$ cat src/rtl/kogge_stone_pipe_adder.sv
// Kogge-Stone prefix adder/subtractor with optional register per prefix level
// and a single global valid/ready advance enable shared by every stage.
module kogge_stone_pipe_adder #(
  parameter int unsigned WIDTH = 16,
  parameter int unsigned PIPE  = 1
) (
  input  logic             clk,
  input  logic             rst_n,
  input  logic             in_valid,
  output logic             in_ready,
  input  logic [WIDTH-1:0] a,
  input  logic [WIDTH-1:0] b,
  input  logic             cin,
  input  logic             sub,
  output logic             out_valid,
  input  logic             out_ready,
  output logic [WIDTH-1:0] sum,
  output logic             cout,
  output logic             ovf
);

  localparam int unsigned LEVELS = $clog2(WIDTH);

  // One prefix-level step on the group generate vector
  function automatic logic [WIDTH-1:0] g_step(input logic [WIDTH-1:0] g,
                                               input logic [WIDTH-1:0] p,
                                               input int unsigned      span);
    return g | (p & (g << span));
  endfunction

  // One prefix-level step on the group propagate vector; low span bits pass through
  function automatic logic [WIDTH-1:0] p_step(input logic [WIDTH-1:0] p,
                                               input int unsigned      span);
    return p & ((p << span) | ~({WIDTH{1'b1}} << span));
  endfunction

  logic en;
  assign en       = !out_valid || out_ready;
  assign in_ready = en;

  logic [WIDTH-1:0] b_eff;
  logic [WIDTH-1:0] g0;
  logic [WIDTH-1:0] p0;
  logic             c0;

  // Operand conditioning and bitwise generate/propagate; carry-in folded into bit 0
  always_comb begin
    b_eff = sub ? ~b : b;
    c0    = sub | cin;
    p0    = a ^ b_eff;
    g0    = a & b_eff;
    g0[0] = g0[0] | (p0[0] & c0);
  end

  // Signals presented to the final sum stage
  logic [WIDTH-1:0] gf;
  logic [WIDTH-1:0] pf;
  logic             cf;
  logic             saf;
  logic             sbf;
  logic             vf;

  if (PIPE != 0) begin : g_pipe
    logic [WIDTH-1:0]  g_r  [LEVELS];
    logic [WIDTH-1:0]  pp_r [LEVELS-1];
    logic [WIDTH-1:0]  p_r  [LEVELS];
    logic [LEVELS-1:0] c_r;
    logic [LEVELS-1:0] sa_r;
    logic [LEVELS-1:0] sb_r;
    logic [LEVELS-1:0] v_r;

    // Stage valid bits shift with the global advance; bubbles travel as v=0
    always_ff @(posedge clk or negedge rst_n) begin
      if (!rst_n) begin
        v_r <= '0;
      end else if (en) begin
        v_r <= {v_r[LEVELS-2:0], in_valid};
      end
    end

    // Prefix-level data registers; the last level's group propagate is never consumed
    always_ff @(posedge clk) begin
      if (en) begin
        g_r[0]  <= g_step(g0, p0, 32'd1);
        pp_r[0] <= p_step(p0, 32'd1);
        p_r[0]  <= p0;
        c_r[0]  <= c0;
        sa_r[0] <= a[WIDTH-1];
        sb_r[0] <= b_eff[WIDTH-1];
        for (int k = 1; k < LEVELS; k++) begin
          g_r[k]  <= g_step(g_r[k-1], pp_r[k-1], 32'd1 << k);
          p_r[k]  <= p_r[k-1];
          c_r[k]  <= c_r[k-1];
          sa_r[k] <= sa_r[k-1];
          sb_r[k] <= sb_r[k-1];
        end
        for (int k = 1; k < LEVELS - 1; k++) begin
          pp_r[k] <= p_step(pp_r[k-1], 32'd1 << k);
        end
      end
    end

    assign gf  = g_r[LEVELS-1];
    assign pf  = p_r[LEVELS-1];
    assign cf  = c_r[LEVELS-1];
    assign saf = sa_r[LEVELS-1];
    assign sbf = sb_r[LEVELS-1];
    assign vf  = v_r[LEVELS-1];
  end else begin : g_comb
    logic [WIDTH-1:0] pp;

    // Whole prefix tree in one combinational pass
    always_comb begin
      gf = g0;
      pp = p0;
      for (int k = 0; k < LEVELS; k++) begin
        gf = g_step(gf, pp, 32'd1 << k);
        pp = p_step(pp, 32'd1 << k);
      end
    end

    assign pf  = p0;
    assign cf  = c0;
    assign saf = a[WIDTH-1];
    assign sbf = b_eff[WIDTH-1];
    assign vf  = in_valid;
  end

  logic [WIDTH-1:0] carry;
  logic [WIDTH-1:0] sum_c;
  logic             ovf_c;

  // Sum bits from prefix carries and signed overflow from operand/result signs
  always_comb begin
    carry = {gf[WIDTH-2:0], cf};
    sum_c = pf ^ carry;
    ovf_c = (saf == sbf) && (sum_c[WIDTH-1] != saf);
  end

  // Output register; holds while the consumer stalls
  always_ff @(posedge clk or negedge rst_n) begin
    if (!rst_n) begin
      out_valid <= 1'b0;
      sum       <= '0;
      cout      <= 1'b0;
      ovf       <= 1'b0;
    end else if (en) begin
      out_valid <= vf;
      sum       <= sum_c;
      cout      <= gf[WIDTH-1];
      ovf       <= ovf_c;
    end
  end

endmodule

$ cat config.mk
export PLATFORM = sky130hd
export DESIGN_NAME = kogge_stone_pipe_adder
export DESIGN_NICKNAME = d
export VERILOG_FILES = /design/src/rtl/kogge_stone_pipe_adder.sv
export SDC_FILE = /design/constraint.sdc
export NUM_CORES = 1
export LEC_CHECK = 0
export CELL_PAD_IN_SITES_DETAIL_PLACEMENT = 2
export CELL_PAD_IN_SITES_GLOBAL_PLACEMENT = 2
export CORE_AREA = 4 4 153 118
export CTS_CLUSTER_DIAMETER = 100
export CTS_CLUSTER_SIZE = 24
export DETAILED_ROUTE_END_ITERATION = 7
export DIE_AREA = 0 0 157 122
export PLACE_DENSITY_LB_ADDON = 0.1
export SLEW_MARGIN = 20
export SYNTH_ARGS = -nofsm -noshare
export SYNTH_HDL_FRONTEND = slang
export SYNTH_SLANG_ARGS = --single-unit
$ cat constraint.sdc
create_clock -name clk -period 4.55 [get_ports clk]
set_input_delay 0.6825 -clock clk [delete_from_list [all_inputs] [get_ports clk]]
set_output_delay 0.6825 -clock clk [all_outputs]
set_load 0.01 [all_outputs]
==> results of run 1 <==
## kinds of logic after synthesis
group	count (synthesis)
DFF	197
xor gates and xnor gates	32
muxes	5
buffers and inverters	7
AOI/OAI and AO/OA	67
and+or+nand+nor	56
adders and majority gates	16
## stage by stage
stage          hold WS [ns]  std cells  worst slack, ns  instance area [sq um]
2_1_floorplan         0.387        380            0.604                   7150
3_3_place_gp          0.402        646             1.66                   7980
## synthesized netlist by cell type
master    number
or2_4          1
a21o_1        50
or3_1          1
clkbuf_1       1
nor2_1        17
ha_1          16
a21oi_1       16
buf_6          1
xnor2_1       16
mux2_1         5
nand3_1        1
nand2b_1       2
a31oi_1        1
and2_1        34
dfrtp_1       23
edfxtp_1     174
buf_2          5
xor2_1        16
==> run metrics, run 1 <==
status did not finish; Fail Step 3_5_place_dp; tool error [ERROR DPL-0033] detailed placement checks failed during check placement.; mux contribution to synthesized area 0.788%; xor-xnor portion of the synthesized cell area 3.92%; Netlist Area Pre-Place 7150 sq um; ranking of synthesized cells by area edfxtp_1 (73%), dfrtp_1 (8.1%), a21o_1 (5.3%), and2_1 (3.0%), ha_1 (2.8%); Synth Area in Simple Gates 4.32%; FP Rows 41; largest family of logic cells by synthesized area compound AO/OA/AOI/OAI gates; Syn. warnings 0; Port Buffer Count 57; syn_nets 434; number of I/O pins 58; synth unique cells 18; Synth area leader edfxtp_1; Initial Util 43.1%; sequential-to-total area share from yosys stat 81.1%; DIE HEIGHT 122 microns; cells after synthesis 380; compound-gate portion of the synthesized area 6.46%; Synth Area in Adders 2.80%; Die X 157 microns; #FFs+latches synth 197; Synth top area share 73.1%; dpl hpwl 9800 microns; Avg Synthesized Cell Area 18.8 sq um; GP Congestion 0.739
==> inputs of run 2 (changes only) <==
CELL_PAD_IN_SITES_DETAIL_PLACEMENT = unset   (was 2)
CELL_PAD_IN_SITES_GLOBAL_PLACEMENT = unset   (was 2)
CORE_AREA = 4 4 148 150   (was 4 4 153 118)
CTS_CLUSTER_DIAMETER = unset   (was 100)
CTS_CLUSTER_SIZE = unset   (was 24)
DIE_AREA = 0 0 152 154   (was 0 0 157 122)
PLACE_DENSITY_LB_ADDON = 0.15   (was 0.1)
==> run 2 against run 1 <==
Synthesized cell count stayed put. Synthesized area stayed put. The flow now finishes without violations.
==> run metrics, run 2 <==
Worst Hold Slack 0.239 ns; CP Capture Type primary output; first-pass GRT wire length 17,400 microns; top-count cell post-synth edfxtp_1; status finished, final reports clean; Gates resized, CTS repair 0; max-slew violations 0; max-cap violations 0; met1 Resource Use GR 13.0%; Synth area leader edfxtp_1; top flop regs g_pipe.g_r x64, g_pipe.p_r x64, g_pipe.pp_r x34; syn_nets 434 (unchanged); skew final 0.00682 ns; Initial Util 34.5% (-8.6 points); CTS root buffer clkbuf_16; Synth top cells by count edfxtp_1 (174), a21o_1 (50), and2_1 (34); CTS tree done; slew margin rel. 35.2%; via/cell ratio 4.21; Non-Filler Cell Area, Final 8700 sq um; Die X 152 microns (-3.2%); crit path max fanout 17; Netlist Area Pre-Place 7150 sq um (unchanged); Max VDD drop 0.000276 V; Tmin final 2.72 ns; antenna-violating nets left 0; synth unique cells 18 (unchanged); setup ws final 1.83 ns; Avg Synthesized Cell Area 18.8 sq um (unchanged); DRC 0; WP data arrival 2.04 ns; GR Overflow Total 0; most common flop cell mapped by yosys edfxtp_1; asr flop ratio synth 11.7% (unchanged); GP Congestion 0.716 (-3.0%); cts bufs inserted 17; Detailed Route Iter0 Violations 191; CTS Hold Bufs 0; area delta synth->final 21.7%; most frequent cells in the layout edfxtp_1 (174), clkdlybuf4s50_1 (56), a21o_1 (50); largest net degree at the start of global routing 200; gr busiest metal met2; Port Buffer Count 57 (unchanged); area of the core 20,700 sq um; Clk Latency, worst-skew pair 0.41 ns; Critical Path RT 3.87 ns; Leak Pwr 3.35 nW; Syn. warnings 0 (unchanged); crit path launch type primary input; M3 GR Usage 2.98%; fraction of layout cells with a size suffix above 1 6.91%; vias in the first global route 3,295; clock sink total 197; GR Util met2 14.0%; Die Area 23,400 sq um; DRT Pass-1 Iters 4; Longest Clk Path Bufs 2; Avg WL per Cell 14.0 microns; DIE HEIGHT 154 microns (+26%); post-layout net count 504; Vias 3,109; sequential-to-total area share from yosys stat 81.1% (unchanged); antenna cells 0; pre-CTS setup slack 1.61 ns; #FFs+latches synth 197 (unchanged); initial antenna violation count 0; Routed WL 10,300 microns; CTS H-tree depth 4; DP Area 8050 sq um; ranking of synthesized cells by area edfxtp_1 (73%), dfrtp_1 (8.1%), a21o_1 (5.3%), and2_1 (3.0%), ha_1 (2.8%); final setup fails 0; unrepaired setup endpoints after global routing false; Post-synth EDFFs 174 (unchanged); cells after synthesis 380 (unchanged); CTS clk-pin slew, worst paths 0.06 ns; Fmax achieved 367 MHz; Worst Tran Pin Value 0.972 ns; Tcrit/Tclk final 59.8%; most common cell after layout, fill and taps aside edfxtp_1; Synth top area share 73.1% (unchanged); GR Util All Layers 9.45%; FP Rows 53 (+29%); HP Class primary input to async pin; number of I/O pins 58 (unchanged); Final TNS setup 0 ns; # Post-CTS Setup Buffers 0; Crit Path Class primary input to primary output; Final Hold Fails 0; PD cells 642 nW/um^2; dpl hpwl 6820 microns (-30%)
run 2: cell counts after synthesis:
Identical to the previous run, type by type.
run 2: path summary, 6_finish.rpt:
kind	start	to	slack (ns)	cells after the start
max	out_ready	in_ready	1.83	3
min	rst_n	sum[2]	0.24	1
max reg2reg	out_valid	g_pipe.p_r[2][6]	2.67	2
min reg2reg	g_pipe.sa_r[0]	g_pipe.sa_r[1]	0.42	0
max in group asynchronous	rst_n	g_pipe.v_r[0]	3.95	1
min in group clk	g_pipe.sa_r[0]	g_pipe.sa_r[1]	0.42	0
run 2: worst max-delay path, stage by stage:
cell and delay (ns):
clkdlybuf4s50_1 0.45, nand2b_4 0.29, clkdlybuf4s50_1 0.60
run 2: power breakdown:
group / internal (mW) / switching [mW]
clock: 1.04 / 0.589
sequential: 2.81 / 0.269
combinational: 0.441 / 0.432
run 2: metrics by stage:
step | instances | util, % | total power, mW
final | 738 | 42.1 | 5.58
after global routing | 738 | 42.1 | 5.90
after CTS | 738 | 42.1 | 5.68
after detailed placement | 706 | 38.9 | 4.03
after global placement | 706 | 38.9 | 4.00
after floorplan | 380 | - | 3.58
run 2: cell families (layout without fill, tap and decap cells):
logic type      Yosys count  in the layout  synth area share (%)
flops                   197            197                  81.1
compound gates           67             67                  6.46
simple gates             56             56                  4.32
xor+xnor                 32             32                  3.92
fa+ha+maj                16             16                  2.80
buf+inv                   7             90                 0.560
mux                       5              5                 0.788
run 2: layer usage:
layer	vias up	share of wire [%]
li1	1558	-
met1	1481	48
met2	58	47
met3	12	3.5
met4	0	1.7
met5	-	0
run 2: final cells by class:
type | count | area (sq um)
Clock buffer | 22 | 454
Timing Repair Buffer | 58 | 586
Multi-Input combinational cell | 176 | 1320
Clock inverter | 10 | 203
Tap cell | 275 | 344
Sequential cell | 197 | 5800
Fill cell | 1880 | 12000
(Power assumes the default switching activity.)
